### src/rtl/aes_pkg.sv
// Shared types and constants for the AES core scheduler.
package aes_pkg;

   localparam int AES_BLOCK_W = 128;

   typedef enum logic [2:0] {
      IDLE,
      CLEAR,
      LAUNCH,
      BUSY,
      RESPOND
   } sched_state_t;

endpackage

### src/rtl/aes_rr_arbiter.sv
// Round-robin arbiter: one-hot grant searched from last_grant+1, pointer moves only on advance.
module aes_rr_arbiter #(
   parameter int N = 4
) (
   input  logic         clk,
   input  logic         reset,
   input  logic [N-1:0] req,
   input  logic         advance,
   output logic [N-1:0] grant
);

   localparam int IW = $clog2(N);

   logic [IW-1:0] last_grant;
   logic [IW-1:0] grant_idx;
   logic          found;
   int            idx;

   always_comb begin
      grant     = '0;
      grant_idx = last_grant;
      found     = 1'b0;
      idx       = 0;
      for (int off = 1; off <= N; off++) begin
         idx = int'(last_grant) + off;
         if (idx >= N) idx = idx - N;
         if (!found && req[idx]) begin
            found      = 1'b1;
            grant[idx] = 1'b1;
            grant_idx  = IW'(idx);
         end
      end
   end

   // Reset to N-1 so requester 0 is searched first.
   always_ff @(posedge clk or posedge reset) begin
      if (reset) last_grant <= IW'(N - 1);
      else if (advance) last_grant <= grant_idx;
   end

endmodule

### src/rtl/aes_core_sched.sv
// Shares one AES core among NUM_REQ requesters: arbitrate, restart the core, launch, collect, respond.
module aes_core_sched
   import aes_pkg::*;
#(
   parameter int NUM_REQ = 4,
   parameter int TAG_W   = 4,
   parameter int TIMEOUT = 64
) (
   input  logic                           clk,
   input  logic                           reset,
   input  logic [NUM_REQ-1:0]             req_valid,
   output logic [NUM_REQ-1:0]             req_ready,
   input  logic [NUM_REQ*AES_BLOCK_W-1:0] req_key,
   input  logic [NUM_REQ*AES_BLOCK_W-1:0] req_plaintext,
   input  logic [NUM_REQ*TAG_W-1:0]       req_tag,
   output logic                           rsp_valid,
   input  logic                           rsp_ready,
   output logic [AES_BLOCK_W-1:0]         rsp_ciphertext,
   output logic [$clog2(NUM_REQ)-1:0]     rsp_id,
   output logic [TAG_W-1:0]               rsp_tag,
   output logic                           rsp_err,
   output logic                           busy,
   output logic [2:0]                     fsm_state,
   output logic                           core_reset,
   output logic                           core_start,
   output logic [AES_BLOCK_W-1:0]         core_key,
   output logic [AES_BLOCK_W-1:0]         core_plaintext,
   input  logic                           core_done,
   input  logic [AES_BLOCK_W-1:0]         core_ciphertext
);

   localparam int ID_W  = $clog2(NUM_REQ);
   localparam int CNT_W = $clog2(TIMEOUT + 1);

   sched_state_t      state;
   logic [NUM_REQ-1:0] grant;
   logic [ID_W-1:0]    gidx;
   logic               handshake;
   logic               clear_pulse;
   logic [CNT_W-1:0]   cnt;

   aes_rr_arbiter #(.N(NUM_REQ)) u_arb (
      .clk     (clk),
      .reset   (reset),
      .req     (req_valid),
      .advance (handshake),
      .grant   (grant)
   );

   always_comb begin
      gidx = '0;
      for (int i = 0; i < NUM_REQ; i++) begin
         if (grant[i]) gidx = ID_W'(i);
      end
   end

   // Valid/ready: a request is taken in the cycle where req_valid[i] and req_ready[i] are
   // both high; a response completes in the cycle where rsp_valid and rsp_ready are both high.
   assign handshake  = (state == IDLE) && (|grant);
   assign req_ready  = (state == IDLE && !reset) ? grant : '0;
   assign busy       = (state != IDLE);
   assign fsm_state  = state;
   // The core's done stays latched, so it is reset before every job as well as with the block.
   assign core_reset = reset | clear_pulse;

   always_ff @(posedge clk or posedge reset) begin
      if (reset) begin
         state          <= IDLE;
         clear_pulse    <= 1'b0;
         core_start     <= 1'b0;
         core_key       <= '0;
         core_plaintext <= '0;
         cnt            <= '0;
         rsp_valid      <= 1'b0;
         rsp_ciphertext <= '0;
         rsp_id         <= '0;
         rsp_tag        <= '0;
         rsp_err        <= 1'b0;
      end else begin
         case (state)
            IDLE: begin
               if (handshake) begin
                  core_key       <= req_key[int'(gidx)*AES_BLOCK_W +: AES_BLOCK_W];
                  core_plaintext <= req_plaintext[int'(gidx)*AES_BLOCK_W +: AES_BLOCK_W];
                  rsp_tag        <= req_tag[int'(gidx)*TAG_W +: TAG_W];
                  rsp_id         <= gidx;
                  clear_pulse    <= 1'b1;
                  state          <= CLEAR;
               end
            end
            CLEAR: begin
               clear_pulse <= 1'b0;
               core_start  <= 1'b1;
               state       <= LAUNCH;
            end
            LAUNCH: begin
               core_start <= 1'b0;
               cnt        <= '0;
               state      <= BUSY;
            end
            BUSY: begin
               if (core_done) begin
                  rsp_ciphertext <= core_ciphertext;
                  rsp_err        <= 1'b0;
                  rsp_valid      <= 1'b1;
                  state          <= RESPOND;
               end else if (cnt == CNT_W'(TIMEOUT - 1)) begin
                  rsp_ciphertext <= '0;
                  rsp_err        <= 1'b1;
                  rsp_valid      <= 1'b1;
                  state          <= RESPOND;
               end else begin
                  cnt <= cnt + 1'b1;
               end
            end
            RESPOND: begin
               if (rsp_ready) begin
                  rsp_valid <= 1'b0;
                  state     <= IDLE;
               end
            end
            default: state <= IDLE;
         endcase
      end
   end

endmodule
### config.mk
export PLATFORM = sky130hd
export DESIGN_NAME = aes_core_sched
export DESIGN_NICKNAME = d
export VERILOG_FILES = /design/src/rtl/aes_pkg.sv /design/src/rtl/aes_rr_arbiter.sv /design/src/rtl/aes_core_sched.sv
export SDC_FILE = /design/constraint.sdc
export NUM_CORES = 1
export LEC_CHECK = 0
export ABC_CLOCK_PERIOD_IN_PS = 17350
export BUFFER_PORTS_ARGS = -buffer_cell sky130_fd_sc_hd__buf_2
export CAP_MARGIN = 20
export CORE_AREA = 2 2 620 622
export CTS_CLUSTER_DIAMETER = 80
export DETAILED_ROUTE_END_ITERATION = 6
export DIE_AREA = 0 0 622 624
export HOLD_SLACK_MARGIN = 0.03
export PLACE_DENSITY = 0.33
export SETUP_SLACK_MARGIN = 0.3
export SLEW_MARGIN = 15
export SYNTH_ARGS = -nofsm -noshare
export SYNTH_HDL_FRONTEND = slang
export SYNTH_SLANG_ARGS = --single-unit
### constraint.sdc
create_clock -name clk -period 17.35 [get_ports clk]
set_input_delay 1.735 -clock clk [delete_from_list [all_inputs] [get_ports clk]]
set_output_delay 1.735 -clock clk [all_outputs]
set_load 0.05 [all_outputs]
==> results.sh, run 1 <==
export IMPL_total_power_mw=10.7
export IMPL_synth_edf_count=0
export IMPL_post_cts_setup_buffer_count=0
export IMPL_cts_tree="yes"
export IMPL_vias=26671
export IMPL_finalMaxSlewViolations=0
export IMPL_wl_per_cell_um=34.0
export IMPL_r2r_start="u_arb.last_grant[0]"
export IMPL_grt_antenna_before_repair=405
export IMPL_finalWeightedCongestion=1.12
export IMPL_ant_nets=0
export IMPL_hold_viol=0
export IMPL_start_util=0.0548
export IMPL_clk_latency_ns=0.80
export IMPL_worstMarginPinSlew_ns=1.37
export IMPL_grt_first_pass_wirelength_um=353000
export IMPL_dieArea_um2=388000
export IMPL_holdWs_ns=0.501
export IMPL_cts_root_buf="clkbuf_16"
export IMPL_drt_pass1_iter_count=7
export IMPL_drtIter0Drc=3004
export IMPL_max_clock_path_buffers=4
export IMPL_synthArstFlopShare=1.00
export IMPL_worstHoldStart="rsp_ciphertext[95]"
export IMPL_final_period_utilization=0.372
export IMPL_synth_area_top_cells="dfrtp_1 48%, mux2_2 14%, a222oi_1 12%"
export IMPL_ir_drop_v=0.000257
export IMPL_crit_arrival_ns=4.71
export IMPL_synth_seq_cells=406
export IMPL_synth_top_cell_area_share=0.484
export IMPL_die_h_um=624
export IMPL_rsz0062_at_grt="no"
export IMPL_p_leak_nw=15.8
export IMPL_min_path_cells=1
export IMPL_final_area_um2=37700
export IMPL_crit_required_ns=15.61
export IMPL_yosysWarningCount=0
export IMPL_cts_hold_buffers_added=0
export IMPL_fin_tns_setup_ns=0
export IMPL_grt_use_total=0.145
export IMPL_die_x_um=622
export IMPL_grt_max_degree=114
export IMPL_ys_seq_area_frac=0.486
export IMPL_endpoint_kind="output port"
export IMPL_synthesis_nets=3101
export IMPL_fmax_ghz=0.155
export IMPL_violations="DRC"
export IMPL_clkTransAtPathRegs_ns=0.06
export IMPL_area_growth_pct=80.2
export IMPL_final_core_utilization=0.0988
export IMPL_setup_violations=0
export IMPL_grt_pass1_vias=25721
export IMPL_dp_hpwl_um=255000
export IMPL_cp_start_kind="input pin"
export IMPL_syn_cell_area_um2=20900
export IMPL_clkSinkCount=406
export IMPL_vias_per_cell=3.09
export IMPL_num_rows=227
export IMPL_power_density_nw_per_um2=284
export IMPL_crit_fanout=88
export IMPL_synth_cell_types=44
export IMPL_syn_avg_cell_area_um2=10.9
export IMPL_io_pins=1578
export IMPL_cts_buffers=83
export IMPL_drv_cap=0
export IMPL_status="finished, violations left"
export IMPL_io_buffers=1577
export IMPL_h_tree_depth=3
export IMPL_core_area_um2=381000
export IMPL_drc=25
export IMPL_synthesis_instances=1916
export IMPL_cts_resized=0
export IMPL_criticalPathCategory="input pin to output port"
export IMPL_drive_gt1_frac=0.583
export IMPL_synth_top_area_cell="dfrtp_1"
export IMPL_worst_r2r_path_depth=12
export IMPL_placed_cell_area_um2=34600
export IMPL_grt_ovfl_total=0
export IMPL_post_route_min_period_ns=6.45
export IMPL_maxSlewHeadroom=0.0853
export IMPL_final_nets=4601
export IMPL_totalWireLength_um=293000
export IMPL_hold_class="flip-flop to flip-flop"
export IMPL_skew_ns=0.0696
export IMPL_ys_flop_type="dfrtp_1"
export IMPL_critPathLaunch="req_valid[1]"
## cell families after synthesis
kind of cell	count (synthesis)	synth area share
AOI/OAI and AO/OA	693	0.255
xor gates and xnor gates	3	0.00126
adders and majority gates	9	0.00539
buffers and inverters	211	0.0457
DFF	406	0.486
muxes	267	0.143
and+or+nand+nor	327	0.0627
## state kept, by name, summed over array words and instances (netlist names)
signal            cells
core_key            128
core_plaintext      128
rsp_ciphertext      128
cnt                   7
rsp_tag               4
fsm_state             3
rsp_id                2
u_arb.last_grant      2
clear_pulse           1
core_start            1
rsp_err               1
rsp_valid             1
## cells in the final DEF, fill, tap and decap left out, types with 3 or more instances in the layout
master / instances
nor2b_1: 3
bufinv_16: 7
buf_2: 1577
clkbuf_8: 14
mux2_1: 7
diode_2: 110
inv_6: 7
nand2b_1: 9
dfrtp_1: 404
a22o_1: 132
buf_4: 39
nor3_1: 4
buf_12: 4
inv_1: 5
or2_2: 4
ha_1: 9
o21ai_0: 9
clkinv_4: 8
mux2_2: 254
nand3_1: 5
mux2i_1: 6
a222oi_1: 261
clkinvlp_4: 8
nand2_1: 17
o22ai_1: 5
clkbuf_16: 83
a21oi_1: 264
nor2_1: 275
clkinv_2: 10
nand3b_1: 3
clkbuf_1: 7
## power by group
group / switching (mW) / leakage [nW] / internal [mW]
Combinational: 5.21 / 9.76 / 1.97
Sequential: 0.365 / 4.73 / 1.44
Clock: 0.667 / 1.35 / 1.04
Total: 6.24 / 15.8 / 4.45
## cells in the mapped netlist (2+ instances only)
| library cell | n |
|---|---|
| buf_4 | 6 |
| a222oi_1 | 261 |
| a211oi_1 | 2 |
| a31oi_1 | 2 |
| dfrtp_1 | 404 |
| or3b_1 | 2 |
| xnor2_1 | 2 |
| mux2i_1 | 6 |
| and3_1 | 2 |
| nor2b_1 | 3 |
| ha_1 | 9 |
| inv_1 | 6 |
| dfstp_2 | 2 |
| buf_2 | 112 |
| o21ai_1 | 2 |
| nor2_1 | 276 |
| mux2_2 | 254 |
| or2_2 | 4 |
| a2111oi_0 | 2 |
| nor3_1 | 4 |
| a22oi_1 | 2 |
| a22o_1 | 133 |
| mux2_1 | 7 |
| o21ai_0 | 9 |
| a21oi_1 | 264 |
| buf_1 | 4 |
| clkbuf_1 | 83 |
| a311o_1 | 2 |
| nand2_1 | 17 |
| nand3b_1 | 3 |
| nand3_1 | 6 |
| o22ai_1 | 5 |
| nand2b_1 | 9 |
## metal layers
| metal | vias up | track usage | part of all wire |
|---|---|---|---|
| met2 | 1908 | 0.244 | 0.47 |
| li1 | 10801 | - | - |
| met1 | 12917 | 0.149 | 0.34 |
| met5 | - | 0 | 0.0050 |
| met3 | 819 | 0.0839 | 0.13 |
| met4 | 226 | 0.0515 | 0.045 |
## path summary, 6_finish.rpt
| path | to | slack (ns) |
|---|---|---|
| worst max-delay path | req_ready[1] | 10.90 |
| worst min-delay path | rsp_ciphertext[95] | 0.50 |
| worst max register to register | core_key[61] | 11.52 |
| max in group asynchronous | rsp_tag[0] | 13.92 |
| min in group asynchronous | rsp_ciphertext[2] | 1.00 |
| worst min register to register | rsp_ciphertext[95] | 0.50 |
## worst max-delay path, cell delays in order
cell	delay [ns]
buf_2	0.17
or3b_1	0.38
a2111oi_0	0.78
or2_2	0.30
a22oi_2	0.12
buf_4	0.27
buf_12	0.28
nor2_1	0.19
buf_2	0.28
## metrics by stage
step	instances	worst slack, ns
after floorplan	1916	3.42
after global placement	8369	10.65
after detailed placement	8369	10.60
after CTS	8515	10.83
after global routing	8571	10.68
final	8625	10.90
## final cells by class
class | instances | area (µm²)
clock inverter | 42 | 498
fill | 44487 | 343000
multi-input combinational | 1299 | 9840
inverter | 6 | 30.0
sequential | 406 | 10200
clock buffer | 104 | 2300
antenna | 110 | 275
tap | 5038 | 6300
timing repair buffer | 1620 | 8270
Power figures use the tool's default switching activity.
==> run 2: changes to the inputs <==
ABC_CLOCK_PERIOD_IN_PS = 6150   (was 17350)
clock period = 6.15 ns   (was 17.35 ns; I/O delays follow)
==> run 2 against run 1 <==
The run still ends with DRC left. Total power grew to 2.8 times the previous value. Via count grew 1.2%. Clock skew grew 0.028 ns. Critical path depth down 1. Count of clock-buffer cells in the layout rose by 7. Die area stayed put. Cell count up 2.0%. Highest routed layer unchanged. Register-to-register slack worse by 10 ns. Global-route usage up 0.086 points. Critical endpoint is now req_ready[3]. Flip-flop and latch count is the same. Design area is 4.0% higher. Sequential share of layout area fell by 1.0 points.
==> results.sh, run 2 (synthesis results as in run 1) <==
export IMPL_final_common_cell="buf_2"
export IMPL_worst_path_max_delay_cell="dfstp_2"
export IMPL_drc=39
export IMPL_drtIter0Drc=3019
export IMPL_setup_ws_ns=0.842
export IMPL_drive_gt1_frac=0.560
export IMPL_clkTransAtPathRegs_ns=0.05
export IMPL_hold_class="input pin to flip-flop"
export IMPL_ant_nets=0
export IMPL_instances_no_fill=8797
export IMPL_wl_per_cell_um=33.5
export IMPL_crit_fanout=66
export IMPL_grt_antenna_before_repair=381
export IMPL_post_cts_setup_buffer_count=0
export IMPL_cpPeakStageDelay_ns=0.76
export IMPL_cts_tree="yes"
export IMPL_skew_ns=0.0979
export IMPL_worstReg2RegEnd="core_plaintext[20]"
export IMPL_max_clock_path_buffers=4
export IMPL_clk_latency_ns=0.81
export IMPL_mostFrequentLayoutCells="1577 x buf_2, 404 x dfrtp_1, 275 x nor2_1, 264 x a21oi_1, 261 x a222oi_1"
export IMPL_power_density_nw_per_um2=777
export IMPL_finalMaxSlewViolations=0
export IMPL_area_growth_pct=87.4
export IMPL_worstMarginPinSlew_ns=1.11
export IMPL_cts_root_buf="clkbuf_16"
export IMPL_cp_start_kind="flip-flop"
export IMPL_final_period_utilization=0.863
export IMPL_endpoint_kind="output port"
export IMPL_rsz0062_at_grt="no"
export IMPL_core_area_um2=381000
export IMPL_fillers=44355
export IMPL_fmax_ghz=0.188
export IMPL_die_h_um=624
export IMPL_vias_per_cell=3.07
export IMPL_setup_violations=0
export IMPL_total_power_mw=30.4
export IMPL_cts_buffers=84
export IMPL_grt_use_total=0.146
export IMPL_final_area_um2=39200
export IMPL_worst_r2r_path_depth=10
export IMPL_hold_viol=0
export IMPL_drt_pass1_iter_count=7
export IMPL_crit_required_ns=5.53
export IMPL_die_x_um=622
export IMPL_grt_ovfl_total=0
export IMPL_dieArea_um2=388000
export IMPL_crit_arrival_ns=4.69
export IMPL_dp_hpwl_um=257000
export IMPL_start_util=0.0548
export IMPL_violations="DRC"
export IMPL_status="finished, violations left"
export IMPL_rrSetupSlack_ns=1.19
export IMPL_maxSlewHeadroom=0.263
export IMPL_post_route_min_period_ns=5.31
export IMPL_critPathLaunch="u_arb.last_grant[0]"
export IMPL_grt_pass1_vias=26514
export IMPL_pre_cts_ws_ns=1.41
export IMPL_placed_cell_area_um2=34800
export IMPL_h_tree_depth=3
export IMPL_final_nets=4740
export IMPL_drv_cap=0
export IMPL_worstPathCellList="inv_1 -> ha_1 -> mux2i_1 -> a211o_1 -> a22o_4 -> buf_4 -> nor2b_1 -> buf_2"
export IMPL_grt_max_degree=158
export IMPL_r2r_start="u_arb.last_grant[0]"
export IMPL_grt_first_pass_wirelength_um=355000
export IMPL_clkSinkCount=406
export IMPL_totalWireLength_um=295000
export IMPL_criticalPathCategory="flip-flop to output port"
export IMPL_io_buffers=1577
export IMPL_ir_drop_v=0.000500
export IMPL_dpl_cell_count=8374
export IMPL_reg_top3="core_key: 128 flops, core_plaintext: 128 flops, rsp_ciphertext: 128 flops"
export IMPL_crit_end="req_ready[3]"
export IMPL_num_rows=227
export IMPL_vias=26999
export IMPL_p_leak_nw=16.4
export IMPL_io_pins=1578
export IMPL_finalWeightedCongestion=1.05
## run 2: cell count changes in the layout (fill, tap and decap cells not counted), sizes merged
cell         delta
buf             +5
bufinv          -3
clkbuf          +7
clkinv          -4
clkinvlp        +5
diode          +33
dlygate4sd3   +133
inv             -4
## run 2: worst min-delay path by stage
stage                  startpoint                 end  slack [ns]  cells past startpoint
3_3_place_gp   rsp_ciphertext[62]  rsp_ciphertext[62]        0.49                      1
3_5_place_dp   rsp_ciphertext[29]  rsp_ciphertext[29]        0.49                      1
2_1_floorplan         clear_pulse         clear_pulse        0.48                      2
5_1_grt        core_ciphertext[8]   rsp_ciphertext[8]        0.08                      2
4_1_cts        req_plaintext[315]  core_plaintext[59]        0.03                      3
6_report       core_ciphertext[8]   rsp_ciphertext[8]        0.11                      2
## run 2: per-layer routing
metal	up-vias	routed length (µm)	global-route usage
li1	11072	-	-
met4	188	13100	0.0513
met5	-	1220	0
met2	1801	141000	0.248
met3	739	36200	0.0786
met1	13199	104000	0.152
## run 2: area by class of cell
| cell class | count | area (µm²) | share of cell area |
|---|---|---|---|
| clock inverter | 36 | 388 | 0.00990 |
| tap | 5038 | 6300 | 0.161 |
| inverter | 6 | 26.3 | 0.000671 |
| antenna | 143 | 358 | 0.00913 |
| clock buffer | 111 | 2340 | 0.0598 |
| timing repair buffer | 1758 | 9760 | 0.249 |
| sequential | 406 | 10200 | 0.259 |
| multi-input combinational | 1299 | 9840 | 0.251 |
## run 2: what timing repair did
item | CTS | global route
hold endpoints to repair | 148 | 0
endpoints found under the setup margin | 0 | 0
hold buffers | 133 | 0
resized for setup | 0 | 0
## run 2: report_power, final
group | internal [mW] | leakage [nW] | switching, mW
Combinational | 5.84 | 10.4 | 14.7
Sequential | 4.06 | 4.73 | 1.08
Clock | 2.85 | 1.31 | 1.87
## run 2: critical path: cells and delay by family, from the launching register on
family          cells  cell delay (ns)
compound gates      2             0.63
simple gates        1             0.21
mux                 1             0.62
flops               1             0.76
buf+inv             3             1.19
fa+ha+maj           1             0.39
## run 2: through the flow
stage            util  hold slack (ns)  TNS (ns)
2_1_floorplan       -            0.483     -7.89
3_3_place_gp   0.0912            0.491         0
3_5_place_dp   0.0912            0.486         0
4_1_cts         0.102           0.0301         0
5_1_grt         0.102           0.0777         0
6_report        0.103            0.112         0
